$ cat src/rtl/chamber_level.sv
// Chamber water-level controller: ramps a level counter between the downstream and
// upstream levels while both gates are closed, and shows the level on a 7-segment digit.
module chamber_level #(
  parameter int TICKS_PER_STEP = 4,
  parameter int LOW_LEVEL      = 0,
  parameter int HIGH_LEVEL     = 5
) (
  input  logic       clk,
  input  logic       reset,
  input  logic       increaseEnable,
  input  logic       decreaseEnable,
  input  logic       gatesClosed,
  output logic [3:0] level,
  output logic       filling,
  output logic       draining,
  output logic       busy,
  output logic       done,
  output logic       leftGood,
  output logic       rightGood,
  output logic [6:0] seg
);

  localparam int             CW        = (TICKS_PER_STEP > 1) ? $clog2(TICKS_PER_STEP) : 1;
  localparam logic [CW-1:0]  LAST_TICK = CW'(TICKS_PER_STEP - 1);
  localparam logic [3:0]     LOW_L     = 4'(LOW_LEVEL);
  localparam logic [3:0]     HIGH_L    = 4'(HIGH_LEVEL);

  typedef enum logic [1:0] {
    IDLE  = 2'd0,
    FILL  = 2'd1,
    DRAIN = 2'd2
  } state_t;

  state_t        state_q, state_d;
  logic [CW-1:0] cnt_q, cnt_d;
  logic [3:0]    level_q, level_d;
  logic          done_q, done_d;

  logic inc_only;
  logic dec_only;

  // Simultaneous requests cancel each other in every state.
  assign inc_only = increaseEnable & ~decreaseEnable;
  assign dec_only = decreaseEnable & ~increaseEnable;

  always_comb begin
    state_d = state_q;
    cnt_d   = cnt_q;
    level_d = level_q;
    done_d  = 1'b0;
    case (state_q)
      IDLE: begin
        if (inc_only && (level_q < HIGH_L)) begin
          state_d = FILL;
          cnt_d   = '0;
        end else if (dec_only && (level_q > LOW_L)) begin
          state_d = DRAIN;
          cnt_d   = '0;
        end
      end
      FILL: begin
        // A reversal wins over a step landing on the same edge; level is untouched.
        if (dec_only) begin
          cnt_d   = '0;
          state_d = (level_q > LOW_L) ? DRAIN : IDLE;
        end else if (gatesClosed) begin
          if (cnt_q == LAST_TICK) begin
            cnt_d   = '0;
            level_d = level_q + 4'd1;
            if (level_d == HIGH_L) begin
              state_d = IDLE;
              done_d  = 1'b1;
            end
          end else begin
            cnt_d = cnt_q + 1'b1;
          end
        end
      end
      DRAIN: begin
        if (inc_only) begin
          cnt_d   = '0;
          state_d = (level_q < HIGH_L) ? FILL : IDLE;
        end else if (gatesClosed) begin
          if (cnt_q == LAST_TICK) begin
            cnt_d   = '0;
            level_d = level_q - 4'd1;
            if (level_d == LOW_L) begin
              state_d = IDLE;
              done_d  = 1'b1;
            end
          end else begin
            cnt_d = cnt_q + 1'b1;
          end
        end
      end
      default: begin
        state_d = IDLE;
        cnt_d   = '0;
      end
    endcase
  end

  always_ff @(posedge clk or negedge reset) begin
    if (!reset) begin
      state_q <= IDLE;
      cnt_q   <= '0;
      level_q <= LOW_L;
      done_q  <= 1'b0;
    end else begin
      state_q <= state_d;
      cnt_q   <= cnt_d;
      level_q <= level_d;
      done_q  <= done_d;
    end
  end

  assign level     = level_q;
  assign filling   = (state_q == FILL);
  assign draining  = (state_q == DRAIN);
  assign busy      = filling | draining;
  assign done      = done_q;
  assign leftGood  = (level_q == LOW_L);
  assign rightGood = (level_q == HIGH_L);

  // Active-low segments {g,f,e,d,c,b,a}.
  always_comb begin
    seg = 7'b1111111;
    case (level_q)
      4'h0: seg = 7'b1000000;
      4'h1: seg = 7'b1111001;
      4'h2: seg = 7'b0100100;
      4'h3: seg = 7'b0110000;
      4'h4: seg = 7'b0011001;
      4'h5: seg = 7'b0010010;
      4'h6: seg = 7'b0000010;
      4'h7: seg = 7'b1111000;
      4'h8: seg = 7'b0000000;
      4'h9: seg = 7'b0010000;
      4'hA: seg = 7'b0001000;
      4'hB: seg = 7'b0000011;
      4'hC: seg = 7'b1000110;
      4'hD: seg = 7'b0100001;
      4'hE: seg = 7'b0000110;
      4'hF: seg = 7'b0001110;
      default: seg = 7'b1111111;
    endcase
  end

endmodule

$ cat config.mk
export PLATFORM = sky130hd
export DESIGN_NAME = chamber_level
export DESIGN_NICKNAME = d
export VERILOG_FILES = /design/src/rtl/chamber_level.sv
export SDC_FILE = /design/constraint.sdc
export NUM_CORES = 1
export LEC_CHECK = 0
export ABC_AREA = 1
export BUFFER_PORTS_ARGS = -buffer_cell sky130_fd_sc_hd__buf_4
export CORE_UTILIZATION = 53
export DETAILED_ROUTE_END_ITERATION = 7
export PLACE_DENSITY = 0.78
export SLEW_MARGIN = 0
export SYNTH_ARGS = -nofsm -noshare
export SYNTH_HDL_FRONTEND = slang
export SYNTH_SLANG_ARGS = --single-unit
$ cat constraint.sdc
create_clock -name clk -period 2.2 [get_ports clk]
set_clock_uncertainty 0.05 [all_clocks]
set_input_delay 0.11 -clock clk [delete_from_list [all_inputs] [get_ports clk]]
set_output_delay 0.11 -clock clk [all_outputs]
set_load 0.02 [all_outputs]
# [Yosys cells after proc, flatten, opt, wreduce, memory -nomap -nowiden]
# Memories as Yosys holds them, arrays and structs flattened.
# Cells that the tools add are included.
[totals] mem_count=1 mem_bits_ro=112 register_bits=9 inputBits=5
[classes] reduce_logical=8 n_mux=36 add_sub_neg=3 magnitude_cmp=2 bitwise_logic=5 eq_ne=18
[memory_table] name="(name not given)" words=16 width=7 read_ports=1 rd_ports_with_merged_regs=0 wr=0 line="128" source="case (level_q)"
[ops] operator="$mux 2" n=17
[ops] operator="$mux 4" n=6
[ops] operator="$reduce_and 7->1" n=2
[ops] operator="$ne 3x1->1 const B" n=4
[ops] operator="$pmux 2 s3" n=2
[ops] operator="$mux 1" n=9
[ops] operator="$eq 4x3->1 const B" n=2
[ops] operator="$logic_not 4->1" n=2
[ops] operator="$ne 2x2->1 const B" n=4
[ops] operator="$pmux 4 s2" n=1
[ops] operator="$ne 3x2->1 const B" n=2
[ops] operator="$add 4x1->4 const B" n=1
[ops] operator="$eq 2x2->1 const B" n=2
[ops] operator="$gt 4x1->1 const B" n=1
[ops] operator="$lt 4x3->1 const B" n=1
[ops] operator="$ne 2x1->1 const B" n=2
[ops] operator="$sub 4x1->4 const B" n=1
[ops] operator="$ne 3x3->1 const B" n=1
[ops] operator="$add 2x1->2 const B" n=1
[ops] operator="$and 1x1->1" n=2
[ops] operator="$eq 2x1->1 const B" n=1
[ops] operator="$logic_and 1x1->1" n=2
[ops] operator="$logic_not 2->1" n=1
[ops] operator="$not 1->1" n=2
[ops] operator="3 further kinds" n=3

# [Depth between registers and ports, before layout]
[logic_depth] word_depth=7 ltp_mapped=11 depth_no_buf=11

# [Least setup slack after synthesis]
# OpenSTA, ideal clock, no wires.
[synth_path] path_kind="reg2out" start="reg level_q[0] (netlist: level[0])" end="out seg[5]" setup_slack_ps=409 required_time_ps=2040 path_stages_with_launch=6 arrival_time_ps=1631 path_cell_list="dfrtp_1 inv_1 ha_1 inv_1 a21oi_1 o21ai_0"
[synth_between] elab_chain_cells=1
[synth_lines] item="start, declared" line="36" source="logic [3:0] level_q, level_d;"
[synth_lines] item="start signal, assigned" line="112" source="level_q <= level_d;"
[synth_lines] item="$mem_v2 16x7"
[synth_lines] item="end, declared" line="20" source="output logic [6:0] seg"
# No other way between the ends.

# [Worst setup path in the final report]
[layout_path] start="reg level_q[1] (netlist: level[1])" end="out seg[0]"
# Same word-level chain as after synthesis.

==> impl_metrics.tcl <==
set metrics [dict create \
    die_height_um 44.9 \
    hold_path.class "in -> reg" \
    final_common_cell "nand2_1" \
    post_cts_buffers 0 \
    r2r-start "level[0]" \
    drv_slew 0 \
    io_buffers 21 \
    avgSynthCellArea_sq_um 6.82 \
    synth.yosys.warnings 0 \
    rsz0062_at_grt "no" \
    clockBufferDepth 2 \
    fp.dieW_um 44.9 \
    grt_overflow 0 \
    yosysSeqAreaShare_pct 23.1 \
    synth_fp_nets 160 \
    fin_crit_sh_pct 89.0 \
    synth_area_leaders "dfrtp_1 (23%), ha_1 (15%), nand2_1 (15%)" \
    cp-end-kind "primary output" \
    grt_use_total_pct 26.2 \
    place_congestion 0.856 \
    ir_worst_vdd_uv 992 \
    clock_latency_ns 0.27 \
    grt_max_degree 13 \
    grt_antenna_before_repair 0 \
    status "completed" \
    startpoint "level[1]" \
    dr.pass1.iters 4 \
    wl_per_cell_um 12.4 \
    synth_area_sq_um 975 \
    critPathRequiredTime_ns 2.04 \
    period_minus_slack_ns 1.96 \
    drc 0 \
    yosysTopAreaCell "dfrtp_1" \
    power_density_nw_per_um2 1700 \
    cts_root_buf "clkbuf_4" \
    tritoncts "built" \
    start_kind "register" \
    dp_slack_ns 0.333 \
    cts_sinks 9 \
    p_total_mw 2.02 \
    synth_cell_types 27 \
    slew_headroom_pct 74.3 \
    nNetsFinal 186 \
    worstHoldPathCells 3 \
    fin_ws_ns 0.243 \
    initial_utilization_pct 56.4 \
    finalSetupTns_ns 0 \
    wirelength_mm 2.40 \
    crit_arrival_ns 1.80 \
    finalHoldViolCount 0 \
    htree_levels 1 \
    syn_to_final_growth_pct 21.6 \
    grt_pass1_wl_mm 3.75 \
    hp-start "gatesClosed" \
    drv_cap 0 \
    cts_buffers 3 \
    worstMarginPinSlew_ns 0.386 \
    ios 22 \
    dieArea_sq_um 2010 \
    clk_pin_slew_ns 0.07 \
    synth_top_area_share_pct 23.1 \
    vias_per_cell 5.16 \
    path_class "reg -> out" \
    mostFrequentLayoutCells "nand2_1 (38), buf_4 (22), inv_1 (21), ha_1 (12)" \
    drtIter0Drc 31 \
    place_hpwl_mm 1.82 \
    r2r_cells 11 \
    layout-drive-gt1-share_pct 22.6 \
    fmax_mhz 511 \
    grt_pass1_vias 875 \
    syn_inst 143 \
    stdcell_count 193 \
    rows 15 \
    p_leak_nw 0.661 \
    postRouteAntennaNets 0 \
    post-route-util_pct 68.6 \
    ys_seq_elements 9 \
    cp_max_fo 10 \
    vias 996 \
    antennaDiodeCount 0 \
    dpl.cell_count 188 \
    setup_viol 0 \
    coreArea_sq_um 1730 \
]
[path summary, 6_finish.rpt]
path,to,slack [ns]
min in group asynchronous,level[0],0.17
max in group asynchronous,state_q[1],1.78
setup / recovery,seg[0],0.24
hold / removal,cnt_q[1],0.10
hold reg to reg,cnt_q[1],0.49
setup reg to reg,state_q[1],0.31
[cells by family after synthesis]
group | Yosys count | share of synthesized area (%)
buf+inv | 26 | 11.6
fa+ha+maj | 12 | 15.4
xor+xnor | 2 | 1.80
simple gates | 68 | 32.0
compound gates | 26 | 16.2
flops | 9 | 23.1
[Yosys cell counts]
cell type / count
nor2_2: 3
xnor2_1: 1
a21oi_1: 10
nand2_2: 2
nand3_2: 4
and3_1: 1
o21ai_0: 5
o221ai_1: 1
o211ai_1: 1
o21a_1: 1
o22ai_1: 1
nand3_1: 6
nand2_1: 38
ha_1: 12
xor2_1: 1
nor3_1: 1
inv_1: 21
nor2_1: 10
o21ai_1: 2
o31ai_1: 2
buf_6: 2
o211ai_2: 1
nand4_1: 3
a211oi_1: 1
inv_2: 3
o21bai_1: 1
dfrtp_1: 9
[area by class of cell]
class | instances | area, sq um
fill | 172 | 542
timing repair buffer | 23 | 175
multi-input combinational | 108 | 637
clock buffer | 4 | 26.3
tap | 25 | 31.3
sequential | 9 | 225
inverter | 24 | 90.1
[through the flow]
stage	area (sq um)	hold slack, ns
global route	1180	0.116
finish	1180	0.102
floorplan	975	-0.236
detailed placement	1150	-0.103
global placement	1150	-0.107
CTS	1180	0.0972
[state kept, by name, summed over array words and instances, names as in the netlist]
signal / cells
level: 4
done: 1
state_q: 2
cnt_q: 2
[critical path: stages, from the launching register on]
cell and delay [ns]:
dfrtp_1 0.57, inv_1 0.17, ha_1 0.24, inv_1 0.10, nand2_1 0.07, a21oi_1 0.15, a21oi_1 0.06, buf_4 0.16
[per-layer routing]
layer | vias up | track usage [%] | routed length, um
met5 | - | 0 | 0
met1 | 456 | 30.3 | 1030
met4 | 0 | 12.7 | 34
met3 | 4 | 4.00 | 93
met2 | 25 | 46.8 | 1240
li1 | 511 | - | -
[what timing repair did]
item                      CTS  global route
hold buffers                1             0
gates resized for setup     0             0
hold endpoints to repair    9             0
[where the power goes]
part           internal [mW]  switching [mW]
logic                  0.600           0.951
clock network         0.0702          0.0677
registers              0.231           0.100
(Power assumes the default switching activity.)
